$ cat src/rtl/jc_phase_decoder_pkg.sv
// Shared Johnson-domain definitions: tracker FSM states, index width helper and defaults.
package jc_pkg;

  localparam int unsigned JC_W_DEFAULT        = 64;
  localparam int unsigned JC_LOCK_CNT_DEFAULT = 4;
  localparam int unsigned JC_ERR_W_DEFAULT    = 8;

  typedef enum logic [1:0] {
    UNLOCK = 2'd0,
    TRACK  = 2'd1,
    FAULT  = 2'd2
  } jc_state_t;

  // Bits needed to hold a phase index in a 2*w state Johnson code space.
  function automatic int unsigned idx_w(input int unsigned w);
    return $clog2(2 * w);
  endfunction

endpackage

$ cat src/rtl/jc_phase_decoder_if.sv
// Sample/status bundle between a Johnson counter source and jc_phase_decoder.
// Optional phase_onehot member exists only when JC_PHASE_ONEHOT_EN is defined.
interface jc_phase_decoder_if
  import jc_pkg::*;
#(
  parameter int unsigned W     = JC_W_DEFAULT,
  parameter int unsigned ERR_W = JC_ERR_W_DEFAULT
);
  localparam int unsigned IDX_W = idx_w(W);

  logic             jc_valid;
  logic [W-1:0]     jc_q;
  logic [IDX_W-1:0] phase_idx;
  logic             phase_valid;
  logic             locked;
  logic             wrap;
  logic             err_illegal;
  logic             err_skip;
  logic [ERR_W-1:0] err_cnt;
`ifdef JC_PHASE_ONEHOT_EN
  logic [2*W-1:0]   phase_onehot;
`endif

  modport master (
    output jc_valid, jc_q,
    input  phase_idx, phase_valid, locked, wrap, err_illegal, err_skip, err_cnt
`ifdef JC_PHASE_ONEHOT_EN
    , input phase_onehot
`endif
  );

  modport slave (
    input  jc_valid, jc_q,
    output phase_idx, phase_valid, locked, wrap, err_illegal, err_skip, err_cnt
`ifdef JC_PHASE_ONEHOT_EN
    , output phase_onehot
`endif
  );

endinterface

$ cat src/rtl/jc_phase_decoder_code_check.sv
// Combinational Johnson-code legality check and phase index decode for one W-bit word.
module jc_code_check
  import jc_pkg::*;
#(
  parameter int unsigned W = JC_W_DEFAULT
) (
  input  logic [W-1:0]        q,
  output logic                legal,
  output logic [idx_w(W)-1:0] idx
);
  localparam int unsigned IDX_W = idx_w(W);
  localparam int unsigned POP_W = $clog2(W + 1);

  logic [W-2:0]     trans;
  logic [POP_W-1:0] pop;

  // A legal word has at most one boundary between its run of ones and zeros.
  assign trans = q[W-2:0] ^ q[W-1:1];
  assign legal = ((trans & (trans - 1'b1)) == '0);

  always_comb begin
    pop = '0;
    for (int unsigned i = 0; i < W; i++) begin
      pop = pop + POP_W'(q[i]);
    end
  end

  always_comb begin
    idx = '0;
    if (q == '0) begin
      idx = '0;
    end else if (q[W-1]) begin
      idx = IDX_W'(pop);
    end else begin
      idx = IDX_W'((IDX_W+1)'(2 * W) - (IDX_W+1)'(pop));
    end
  end

endmodule

$ cat src/rtl/jc_phase_decoder.sv
// Two-stage Johnson counter phase decoder with lock/track/fault supervision.
// Build option JC_PHASE_ONEHOT_EN adds a registered one-hot phase output.
module jc_phase_decoder
  import jc_pkg::*;
#(
  parameter int unsigned W        = JC_W_DEFAULT,
  parameter int unsigned LOCK_CNT = JC_LOCK_CNT_DEFAULT,
  parameter int unsigned ERR_W    = JC_ERR_W_DEFAULT
) (
  input logic                clk,
  input logic                rst,
  jc_phase_decoder_if.slave  bus
);
  localparam int unsigned IDX_W = idx_w(W);
  localparam int unsigned CNT_W = $clog2(LOCK_CNT + 1);
  localparam logic [IDX_W-1:0] IDX_MAX = IDX_W'(2 * W - 1);

  logic             chk_legal;
  logic [IDX_W-1:0] chk_idx;

  logic             s1_valid, s1_legal;
  logic [IDX_W-1:0] s1_idx;

  jc_state_t        state, state_n;
  logic [IDX_W-1:0] ref_idx, ref_n, succ_idx;
  logic [CNT_W-1:0] lock_cnt, cnt_n;
  logic [IDX_W-1:0] idx_n;
  logic             pv_n, wrap_n, ill_n, skip_n;
  logic [ERR_W-1:0] err_cnt_n;
  logic             is_succ;

  jc_code_check #(.W(W)) u_check (
    .q     (bus.jc_q),
    .legal (chk_legal),
    .idx   (chk_idx)
  );

  always_ff @(posedge clk or posedge rst) begin
    if (rst) begin
      s1_valid <= 1'b0;
      s1_legal <= 1'b0;
      s1_idx   <= '0;
    end else begin
      s1_valid <= bus.jc_valid;
      if (bus.jc_valid) begin
        s1_legal <= chk_legal;
        s1_idx   <= chk_idx;
      end
    end
  end

  assign succ_idx = (ref_idx == IDX_MAX) ? '0 : ref_idx + 1'b1;
  assign is_succ  = (s1_idx == succ_idx);

  always_comb begin
    state_n   = state;
    ref_n     = ref_idx;
    cnt_n     = lock_cnt;
    idx_n     = bus.phase_idx;
    pv_n      = 1'b0;
    wrap_n    = 1'b0;
    ill_n     = 1'b0;
    skip_n    = 1'b0;
    err_cnt_n = bus.err_cnt;
    if (s1_valid) begin
      idx_n = s1_idx;
      unique case (state)
        UNLOCK: begin
          if (!s1_legal) begin
            cnt_n = '0;
          end else begin
            ref_n = s1_idx;
            cnt_n = (lock_cnt == '0 || !is_succ) ? CNT_W'(1) : lock_cnt + 1'b1;
            if (cnt_n == CNT_W'(LOCK_CNT)) begin
              state_n = TRACK;
              pv_n    = 1'b1;
            end
          end
        end
        TRACK: begin
          if (!s1_legal || !is_succ) begin
            ill_n   = !s1_legal;
            skip_n  = s1_legal;
            state_n = FAULT;
            if (bus.err_cnt != '1) err_cnt_n = bus.err_cnt + 1'b1;
          end else begin
            ref_n  = s1_idx;
            pv_n   = 1'b1;
            wrap_n = (s1_idx == '0);
          end
        end
        FAULT: begin
          if (s1_legal) begin
            ref_n   = s1_idx;
            cnt_n   = CNT_W'(1);
            state_n = UNLOCK;
          end
        end
        default: state_n = UNLOCK;
      endcase
    end
  end

  always_ff @(posedge clk or posedge rst) begin
    if (rst) begin
      state           <= UNLOCK;
      ref_idx         <= '0;
      lock_cnt        <= '0;
      bus.phase_idx   <= '0;
      bus.phase_valid <= 1'b0;
      bus.wrap        <= 1'b0;
      bus.err_illegal <= 1'b0;
      bus.err_skip    <= 1'b0;
      bus.err_cnt     <= '0;
    end else begin
      state           <= state_n;
      ref_idx         <= ref_n;
      lock_cnt        <= cnt_n;
      bus.phase_idx   <= idx_n;
      bus.phase_valid <= pv_n;
      bus.wrap        <= wrap_n;
      bus.err_illegal <= ill_n;
      bus.err_skip    <= skip_n;
      bus.err_cnt     <= err_cnt_n;
    end
  end

  assign bus.locked = (state == TRACK);

`ifdef JC_PHASE_ONEHOT_EN
  always_ff @(posedge clk or posedge rst) begin
    if (rst) begin
      bus.phase_onehot <= '0;
    end else begin
      bus.phase_onehot <= pv_n ? ((2*W)'(1) << idx_n) : '0;
    end
  end
`endif

endmodule

$ cat src/flat_wrapper.sv
// flat-port wrapper written by rule: the top's interface ports become plain ports
module jc_phase_decoder_flat import jc_pkg::*;
#(
  parameter int unsigned W        = JC_W_DEFAULT,
  parameter int unsigned LOCK_CNT = JC_LOCK_CNT_DEFAULT,
  parameter int unsigned ERR_W    = JC_ERR_W_DEFAULT
)
  (clk, rst, bus_jc_valid, bus_jc_q, bus_phase_idx, bus_phase_valid, bus_locked, bus_wrap, bus_err_illegal, bus_err_skip, bus_err_cnt);
  jc_phase_decoder_if #(.W(W), .ERR_W(ERR_W)) bus_i ();
  input logic clk;
  input logic rst;
  input wire logic [$bits(bus_i.jc_valid)-1:0] bus_jc_valid;
  input wire logic [$bits(bus_i.jc_q)-1:0] bus_jc_q;
  output wire logic [$bits(bus_i.phase_idx)-1:0] bus_phase_idx;
  output wire logic [$bits(bus_i.phase_valid)-1:0] bus_phase_valid;
  output wire logic [$bits(bus_i.locked)-1:0] bus_locked;
  output wire logic [$bits(bus_i.wrap)-1:0] bus_wrap;
  output wire logic [$bits(bus_i.err_illegal)-1:0] bus_err_illegal;
  output wire logic [$bits(bus_i.err_skip)-1:0] bus_err_skip;
  output wire logic [$bits(bus_i.err_cnt)-1:0] bus_err_cnt;
  assign bus_i.jc_valid = bus_jc_valid;
  assign bus_i.jc_q = bus_jc_q;
  assign bus_phase_idx = bus_i.phase_idx;
  assign bus_phase_valid = bus_i.phase_valid;
  assign bus_locked = bus_i.locked;
  assign bus_wrap = bus_i.wrap;
  assign bus_err_illegal = bus_i.err_illegal;
  assign bus_err_skip = bus_i.err_skip;
  assign bus_err_cnt = bus_i.err_cnt;
  jc_phase_decoder #(.W(W), .LOCK_CNT(LOCK_CNT), .ERR_W(ERR_W)) u_core (.clk(clk), .rst(rst), .bus(bus_i));
endmodule
$ cat config.mk
export PLATFORM = sky130hd
export DESIGN_NAME = jc_phase_decoder_flat
export DESIGN_NICKNAME = d
export VERILOG_FILES = /design/src/rtl/jc_phase_decoder_pkg.sv /design/src/rtl/jc_phase_decoder_if.sv /design/src/rtl/jc_phase_decoder_code_check.sv /design/src/rtl/jc_phase_decoder.sv /design/src/flat_wrapper.sv
export SDC_FILE = /design/constraint.sdc
export NUM_CORES = 1
export LEC_CHECK = 0
export ABC_AREA = 1
export BUFFER_PORTS_ARGS = -buffer_cell sky130_fd_sc_hd__buf_2
export CAP_MARGIN = 25
export CORE_AREA = 8 8 142 144
export CTS_CLUSTER_SIZE = 12
export DETAILED_ROUTE_END_ITERATION = 10
export DIE_AREA = 0 0 150 152
export PLACE_DENSITY = 0.7
export SLEW_MARGIN = 15
export SYNTH_ARGS = -nofsm -noshare
export SYNTH_HDL_FRONTEND = slang
export SYNTH_SLANG_ARGS = --single-unit
$ cat constraint.sdc
create_clock -name clk -period 2 [get_ports clk]
set_clock_uncertainty 0.1 [all_clocks]
set_input_delay 0.4 -clock clk [delete_from_list [all_inputs] [get_ports clk]]
set_output_delay 0.4 -clock clk [all_outputs]
set_load 0.05 [all_outputs]
==> results.json, run 1 <==
{
  "status": "finished with violations",
  "worst-r2r-cell-count": 12,
  "power.density_nw_per_um2": 2270,
  "syn_nets": 1258,
  "antenna_found_initial": 0,
  "drv_cap": 0,
  "max_freq_mhz": 165,
  "slew_violations": 0,
  "finalHoldViolCount": 0,
  "top_usage_layer": "met2",
  "grt_max_degree": 41,
  "ys_seq_elements": 40,
  "met3_usage": 0.0371,
  "first_iter_violations": 585,
  "final.period_utilization": 3.04,
  "synth_cells": 1085,
  "p_int_mw": 12.2,
  "root_buffer": "clkbuf_16",
  "synthMuxAreaShare": 0,
  "synth_top_family_by_area": "simple AND/OR/NAND/NOR gates",
  "synth_compound_area_frac": 0.0589,
  "numClockSinks": 40,
  "coreArea_sq_um": 17800,
  "worst_hold_path_type": "in2async",
  "crit_required_ps": 2120,
  "gp_congestion": 1.06,
  "vdd_drop_max_uv": 3700,
  "arrival_ps": 6190,
  "p_sw_frac": 0.478,
  "grt_pass1_wl_um": 40800,
  "dr.pass1.iters": 7,
  "die_width_um": 150,
  "clock_latency_ps": 280,
  "rsz0062_at_grt": "true",
  "critPathCaptureType": "flip-flop",
  "synth_fa_ha_area_frac": 0.252,
  "dieArea_sq_um": 22800,
  "power.leakage_nw": 5.36,
  "path_class": "in2reg",
  "pwr-share-seq": 0.046,
  "whs_ps": 134,
  "worstPathMaxFanout": 3,
  "grt-ovfl-total": 0,
  "drive_gt1_frac": 0.414,
  "power_mw": 23.5,
  "grt_use_met1": 0.286,
  "setup_viol": 30,
  "slew_headroom": 0.539,
  "rows": 49,
  "remaining_drc_errors": 0,
  "yosys.area_share.simple": 0.380,
  "htreeDepth": 2,
  "yosys_warnings": 0,
  "synth_cell_type_count": 39,
  "cts.path.max_buffers": 2,
  "violations": "negative setup slack",
  "grt_usage": 0.227,
  "tritoncts": "done",
  "synth_xor_area_frac": 0.0279,
  "io_buffers": 86,
  "synth_area_sq_um": 6860,
  "avgSynthCellArea_sq_um": 6.32,
  "pwr-share-clk": 0.039,
  "clk_pin_slew_ps": 60,
  "period_minus_slack_ps": 6070,
  "final_nets": 1553,
  "vias": 7942,
  "drt-total-wl_um": 26300,
  "synth_seq_area_share": 0.146,
  "tightest_slew_ps": 692,
  "post_drt_wl_per_cell_um": 16.3,
  "combPwrFrac": 0.915,
  "start_util": 0.386,
  "cts_made_buffers": 5,
  "drt.antenna.violating_nets": 0,
  "setup_slack_ps": -4070,
  "dieHeight_um": 152,
  "p_sw_mw": 11.2,
  "synth-edff-count": 0,
  "critPathLaunchType": "input port",
  "num_io_pins": 87,
  "area_growth_pct": 50.3,
  "viasPerCell": 4.93,
  "hpwl_um": 22100,
  "grt_pass1_vias": 8111,
  "grt_use_met2": 0.376,
  "synthFlopType": "dfrtp_1",
  "async_reset_ff_frac": 1.00
}
==> through the flow <==
stage                     worst slack [ps]  TNS (ps)  cells  utilization  instance area (sq um)
final                                -4070    -30420   1611        0.580                  10300
after global routing                 -4290    -34010   1610        0.580                  10300
after CTS                            -4040    -29000   1608        0.566                  10100
after detailed placement             -4540    -33080   1586        0.514                   9150
after global placement               -4420    -31990   1586        0.514                   9150
after floorplan                      -4120    -26600   1085            -                   7040
==> worst paths after layout <==
kind / start / endpoint / slack [ps]
setup / recovery: bus_jc_q[49] / u_core.s1_idx[6] / -4070
hold / removal: rst / u_core.s1_idx[0] / 130
setup reg to reg: u_core.ref_idx[1] / u_core.bus.err_cnt[2] / -210
hold reg to reg: u_core.bus.phase_idx[4] / u_core.bus.phase_idx[4] / 380
max in group asynchronous: rst / u_core.ref_idx[1] / 1300
min in group clk: bus_jc_valid / u_core.s1_legal / 320
==> layout make-up <==
class,instances,area [sq um]
fillers,1650,7470
multi-input cells,807,5910
repair buffers,289,2030
flip-flops and latches,40,1000
inverters,237,911
well taps,229,287
clock buffers,5,125
clock inverters,3,47.5
diodes,1,2.50
==> repair_timing <==
item	4_1_cts	5_1_grt
gates cloned	3	0
pin swaps	57	39
buffers inserted	11	5
hold buffers	0	0
endpoints found under the hold margin	0	0
resized for setup	181	64
endpoints found under the setup margin	30	30
==> routing by layer <==
metal / wire [um] / up-vias
li1: - / 3903
met1: 11200 / 3671
met2: 12100 / 307
met3: 1910 / 61
met4: 1090 / 0
met5: 0 / -
==> critical path, stage by stage <==
cell and delay [ps]:
buf_8 80, inv_4 30, fa_1 530, inv_1 50, fa_1 530, inv_2 50
fa_2 570, fa_1 450, fa_1 520, fa_1 440, fa_1 520, fa_1 420
inv_2 80, ha_4 130, inv_2 40, fa_2 360, inv_2 70, a21oi_2 40
o21bai_2 200, xor2_2 190, nor2_1 60, a21oi_1 160, xnor2_1 150, nand3_1 80
o21ai_1 70
==> power by group through the flow <==
stage / clock network (mW) / registers (mW) / logic, mW
global placement: 0 / 1.09 / 16.9
finish: 0.924 / 1.08 / 21.5
floorplan: 0 / 1.27 / 11.7
global route: 0.971 / 1.09 / 22.7
detailed placement: 0 / 1.09 / 17.3
CTS: 0.936 / 1.08 / 20.7
==> cells in the mapped netlist, types with 2 or more instances <==
cell type	instances	area share
xor2_1	10	0.013
nand2_4	4	0.0066
xnor2_1	10	0.013
nand4_1	22	0.020
nand3_1	73	0.053
nor2_1	167	0.091
o21ai_0	19	0.014
or2_2	3	0.0027
o21bai_1	2	0.0022
nor3_1	3	0.0022
inv_1	230	0.13
a21oi_1	14	0.010
nand2_2	3	0.0027
nand4_4	2	0.0062
o21ai_2	14	0.018
inv_2	5	0.0027
nor2_2	2	0.0018
nand3b_1	8	0.0088
o21ai_1	4	0.0029
ha_1	52	0.095
fa_1	54	0.16
nand3_2	2	0.0029
clkbuf_1	2	0.0011
o22ai_1	7	0.0064
clkinv_1	2	0.0011
nor4_1	2	0.0018
nand2_1	318	0.17
dfrtp_1	40	0.15
==> layout by cell type, fill, tap and decap left out, drive strengths merged <==
cell        n
xor2       11
a21boi      1
nand4      25
dfrtp      40
nor3        3
clkinv      4
nor4        2
inv       234
and2        1
o21bai      2
o21ai      37
o211ai      1
diode       1
nand2     326
o31ai       1
o22ai       7
bufinv      1
nor2      170
ha         52
nand3b      8
clkinvlp    1
nand3      77
a31oi       1
or2         3
a21oi      14
fa         54
xnor2      10
clkbuf      5
buf       289
a31o        1
==> sequential cells by signal, summed over array words and instances, names as in the netlist <==
name,count
u_core.state,2
u_core.s1_idx,7
u_core.ref_idx,7
u_core.bus.err_cnt,8
u_core.bus.err_skip,1
u_core.s1_valid,1
u_core.s1_legal,1
u_core.lock_cnt,3
u_core.bus.err_illegal,1
u_core.bus.phase_idx,7
u_core.bus.phase_valid,1
u_core.bus.wrap,1
==> logic make-up (layout without fill, tap and decap cells) <==
group	count (synthesis)	count (layout)
compound gates	65	65
xor+xnor	21	21
fa+ha+maj	106	106
buf+inv	241	534
flops	40	40
other cells	0	1
simple gates	612	615
Power figures use the tool's default switching activity.
==> run 2: changes to the inputs <==
- BUFFER_PORTS_ARGS: -buffer_cell sky130_fd_sc_hd__buf_2 -> default
- DONT_BUFFER_PORTS: default -> 1
- PLACE_DENSITY: 0.7 -> 0.66
==> run 2 against run 1 <==
The run still ends with negative setup slack left. Clock power up 0.6%. Via count down 3.4%. Critical path type unchanged. Sequential power rose by 19%. Highest routed layer is now met5. Largest cell class unchanged. Cell area is 5.7% lower. Sequential cell count unchanged.
==> results.json, run 2 (synthesis gave the netlist of run 1 again) <==
{
  "grt_pass1_wl_um": 41300,
  "final_cell_mix": "nand2_1, buf_4, inv_1, nor2_1",
  "first_iter_violations": 593,
  "largest_register_ffs": 8,
  "worst_path_max_delay_cell": "fa_1",
  "antenna_found_initial": 1,
  "cts_made_buffers": 5,
  "start_util": 0.386,
  "worstPathMaxFanout": 3,
  "max_freq_mhz": 164,
  "grt_usage": 0.232,
  "arrival_ps": 6220,
  "slew_headroom": 0.462,
  "status": "finished with violations",
  "finalHoldViolCount": 0,
  "setup_slack_ps": -4100,
  "tritoncts": "done",
  "hpwl_um": 22900,
  "period_minus_slack_ps": 6100,
  "cp_common_cell": "fa_1",
  "grt_pass1_vias": 7732,
  "die_width_um": 150,
  "drive_gt1_frac": 0.329,
  "num_io_pins": 87,
  "drt-total-wl_um": 26700,
  "dieArea_sq_um": 22800,
  "grt-ovfl-total": 0,
  "gp_congestion": 1.05,
  "remaining_drc_errors": 0,
  "vias": 7669,
  "setup_viol": 30,
  "drv_cap": 0,
  "slowest_delay_ps": 570,
  "dr.pass1.iters": 5,
  "whs_ps": 18.4,
  "tightest_slew_ps": 807,
  "regToRegSetupSlack_ps": -220,
  "drt.antenna.violating_nets": 0,
  "final_cell_area_sq_um": 9720,
  "numClockSinks": 40,
  "worst_hold_path_type": "in2async",
  "final.period_utilization": 3.05,
  "coreArea_sq_um": 17800,
  "critPathLaunchType": "input port",
  "power_mw": 23.7,
  "critPathCaptureType": "flip-flop",
  "post_drt_wl_per_cell_um": 17.2,
  "htreeDepth": 2,
  "viasPerCell": 4.94,
  "crit_required_ps": 2120,
  "nFillCells": 1741,
  "final_nets": 1494,
  "vdd_drop_max_uv": 4600,
  "diodes": 0,
  "dieHeight_um": 152,
  "path_class": "in2reg",
  "area_growth_pct": 41.7,
  "clk_pin_slew_ps": 60,
  "rows": 49,
  "io_buffers": 0,
  "critPathTopFamily": "adder cells",
  "cts.path.max_buffers": 2,
  "mostFrequentLayoutCell": "nand2_1",
  "hold_buffers": 0,
  "grt_max_degree": 41,
  "largest_register": "u_core.bus.err_cnt",
  "root_buffer": "clkbuf_16",
  "violations": "negative setup slack",
  "power.leakage_nw": 5.10,
  "cp_num_buf_inv": 6,
  "power.density_nw_per_um2": 2440,
  "clock_latency_ps": 290,
  "placed_area_sq_um": 8920,
  "rsz0062_at_grt": "true",
  "crit_path_cell_trace": "inv_8, fa_1, inv_2, fa_2, inv_2, fa_2, fa_1, fa_1, fa_1, fa_1, fa_1, inv_2, ha_4, inv_2, fa_2, inv_2, a21oi_2, o21bai_1, xor2_1, nor2_1, a21oi_2, xnor2_1, nand3_1, o21ai_1",
  "slew_violations": 0
}
-- run 2: area by class of cell --
type                            count  area (sq um)  share of cell area
Multi-Input combinational cell    807          5590               0.575
Timing Repair Buffer              230          1760               0.181
Sequential cell                    40          1000               0.103
Inverter                          237           911              0.0937
Tap cell                          229           287              0.0295
Clock buffer                        5           125              0.0129
Clock inverter                      3          47.5             0.00489
-- run 2: worst reg2reg max path: cells and delay by family (launching register included) --
| kind | cells | cell delay [ps] |
|---|---|---|
| fa+ha+maj | 1 | 180 |
| buf+inv | 1 | 110 |
| compound gates | 1 | 220 |
| flops | 1 | 410 |
| simple gates | 10 | 1130 |
-- run 2: layer usage --
metal  vias to the layer above  wire length [um]  global-route usage  part of all wire
met5                         -                13                   0           0.00049
met4                         2               604              0.0643             0.023
met3                        40              2640              0.0606             0.099
met2                       267             12000               0.372              0.45
met1                      3571             11400               0.301              0.43
li1                       3789                 -                   -                 -
-- run 2: timing repair --
item                                    CTS  global route
endpoints found under the setup margin   30            31
gates resized for setup                  96            43
gates cloned                              3             0
setup buffers                             5             8
endpoints found under the hold margin     0             0
pin swaps                                26            18
-- run 2: worst paths after layout --
kind                                      to               from  cells past startpoint
max in group asynchronous  u_core.ref_idx[0]                rst                      2
min in group clk             u_core.s1_valid       bus_jc_valid                      0
hold / removal             u_core.ref_idx[5]                rst                      2
setup reg to reg           u_core.ref_idx[5]  u_core.ref_idx[1]                     13
setup / recovery            u_core.s1_idx[6]       bus_jc_q[35]                     24
hold reg to reg            u_core.ref_idx[5]  u_core.ref_idx[5]                      2
-- run 2: stage by stage --
| step | cells | TNS, ps | worst slack [ps] | utilization |
|---|---|---|---|---|
| final | 1551 | -30090 | -4100 | 0.547 |
| after floorplan | 1085 | -26600 | -4120 | - |
| after global routing | 1551 | -33270 | -4330 | 0.547 |
| after global placement | 1527 | -31760 | -4310 | 0.502 |
| after CTS | 1543 | -29200 | -4040 | 0.536 |
| after detailed placement | 1527 | -32610 | -4460 | 0.502 |
-- run 2: power by group --
group | internal (mW) | switching [mW]
registers | 0.999 | 0.284
clock network | 0.592 | 0.338
logic | 11.3 | 10.2
==> run 3: changes to the inputs <==
- GPL_TIMING_DRIVEN: default -> 0
- PLACE_DENSITY: 0.66 -> 0.64
- clock period: 2 -> 6.8 ns (I/O delays scaled with it)
==> run 3 against run 2 <==
The flow still finishes with violations (negative setup slack). Cell area is 23% lower. Sequential share of layout area is 3.0 points higher. Global-route usage is 3.5 points lower. Critical path depth stayed put. Utilization is 12 points lower. Via count is 13% lower. Wire length is 17% lower. Highest routed layer is now met4.
==> results.json, run 3 (synthesis gave the netlist of run 1 again) <==
{
  "status": "finished with violations",
  "violations": "negative setup slack",
  "grt_usage": 0.198,
  "critPathLaunchType": "input port",
  "die_width_um": 150,
  "diodes": 0,
  "num_io_pins": 87,
  "area_growth_pct": 9.79,
  "gp_congestion": 1.02,
  "rsz0062_at_grt": "true",
  "final_cell_mix": "nand2_1, inv_1, nor2_1, nand3_1, fa_1",
  "rr_endpoint": "u_core.ref_idx[2]",
  "cp_num_buf_inv": 6,
  "dr.pass1.iters": 5,
  "vias": 6644,
  "tightest_slew_ps": 625,
  "tns_ps": -788,
  "arrival_ps": 7210,
  "grt_max_degree": 24,
  "nFillCells": 1925,
  "drt-total-wl_um": 22200,
  "hold_buffers": 0,
  "first_iter_violations": 432,
  "coreArea_sq_um": 17800,
  "dieArea_sq_um": 22800,
  "critPathTopFamily": "adder cells",
  "start_util": 0.386,
  "finalHoldViolCount": 0,
  "hpwl_um": 20100,
  "htreeDepth": 2,
  "slew_headroom": 0.583,
  "period_minus_slack_ps": 7100,
  "worst_hold_path_type": "reg2reg",
  "grt_pass1_wl_um": 34800,
  "path_class": "in2reg",
  "dieHeight_um": 152,
  "root_buffer": "clkbuf_16",
  "timing.rr.start": "u_core.ref_idx[0]",
  "cts.path.max_buffers": 2,
  "post_drt_wl_per_cell_um": 16.7,
  "antenna_found_initial": 0,
  "grt_pass1_vias": 6500,
  "cts_made_buffers": 5,
  "numClockSinks": 40,
  "max_freq_mhz": 141,
  "clk_pin_slew_ps": 60,
  "drt.antenna.violating_nets": 0,
  "slowest_delay_ps": 550,
  "grt-ovfl-total": 0,
  "mostFrequentLayoutCell": "nand2_1",
  "fin_util": 0.424,
  "slew_violations": 0,
  "crit_required_ps": 6910,
  "hold_start": "u_core.ref_idx[5]",
  "setup_viol": 3,
  "rows": 49,
  "multi_input_area_sq_um": 5020,
  "ff_latch_area_sq_um": 1000,
  "cp_common_cell": "fa_1",
  "viasPerCell": 4.99,
  "regToRegSetupSlack_ps": 4460,
  "crit_path_cell_trace": "inv_16, fa_1, inv_1, fa_2, inv_2, fa_1, fa_1, fa_1, fa_1, fa_1, fa_1, inv_2, ha_4, inv_2, fa_2, inv_2, a21oi_2, o21bai_1, xor2_1, nor2_1, a21oi_2, xnor2_1, nand3_1, o21ai_1",
  "final.period_utilization": 1.04,
  "worstPathMaxFanout": 3,
  "final_nets": 1275,
  "io_buffers": 0,
  "worst_path_max_delay_cell": "fa_1",
  "tritoncts": "done",
  "drv_cap": 0,
  "largest_register": "u_core.bus.err_cnt",
  "holdPathStages": 2,
  "dp_slack_ps": -722,
  "worst-r2r-cell-count": 13,
  "drive_gt1_frac": 0.0752,
  "critPathCaptureType": "flip-flop",
  "min_delay_worst_endpoint": "u_core.ref_idx[5]",
  "setup_slack_ps": -296,
  "largest_register_ffs": 8,
  "clock_latency_ps": 280,
  "remaining_drc_errors": 0
}
==> run 3: cell count changes in the layout (fill, tap and decap cells not counted), sizes merged <==
cell    change
buf       -218
clkbuf      +3
clkinv      -1
nand2       -1
nand3       -1
nand4       -1
==> run 3: how the worst max path moves through the flow <==
| stage | start | slack (ps) | endpoint | cells after the start |
|---|---|---|---|---|
| after floorplan | bus_jc_q[47] | -310 | u_core.s1_idx[6] | 24 |
| after global placement | bus_jc_q[35] | -670 | u_core.s1_idx[6] | 24 |
| final | bus_jc_q[35] | -300 | u_core.s1_idx[6] | 24 |
| after detailed placement | bus_jc_q[35] | -720 | u_core.s1_idx[6] | 24 |
| after global routing | bus_jc_q[53] | -590 | u_core.s1_idx[6] | 24 |
| after CTS | bus_jc_q[35] | -270 | u_core.s1_idx[5] | 24 |
==> run 3: repair_timing <==
item | CTS | global route
pin swaps | 8 | 9
gates cloned | 0 | 0
gates resized for setup | 13 | 11
endpoints found under the setup margin | 4 | 6
endpoints found under the hold margin | 0 | 0
setup buffers | 4 | 3
==> run 3: routing by layer <==
layer	global-route usage	share of wire	routed length [um]
met4	0.0490	0.020	436
met2	0.327	0.46	10200
met3	0.0656	0.10	2320
met5	0	0	0
met1	0.241	0.42	9280
==> run 3: metrics by stage <==
stage | instances | hold WS [ps] | area, sq um
3_5_place_dp | 1317 | 399 | 7230
6_report | 1332 | 411 | 7530
5_1_grt | 1332 | 456 | 7530
2_1_floorplan | 1085 | 377 | 6900
3_3_place_gp | 1314 | 389 | 7180
4_1_cts | 1329 | 414 | 7470
==> run 3: final cells by class <==
class                   instances  area share
multi-input cells             804       0.666
flip-flops and latches         40       0.133
inverters                     237       0.121
well taps                     229      0.0380
clock buffers                   6      0.0184
repair buffers                 10      0.0131
clock inverters                 2     0.00515
plain buffers                   4     0.00515
==> run 3: worst register-to-register path: cells and delay by family, from the launching register on <==
family | cells | cell delay (ps)
compound gates | 1 | 50
fa+ha+maj | 1 | 280
buf+inv | 1 | 200
flops | 1 | 420
simple gates | 10 | 1170
Power of run 3 is not shown: default switching activity piles up to over one toggle a cycle in this logic, so the estimate is an artifact.
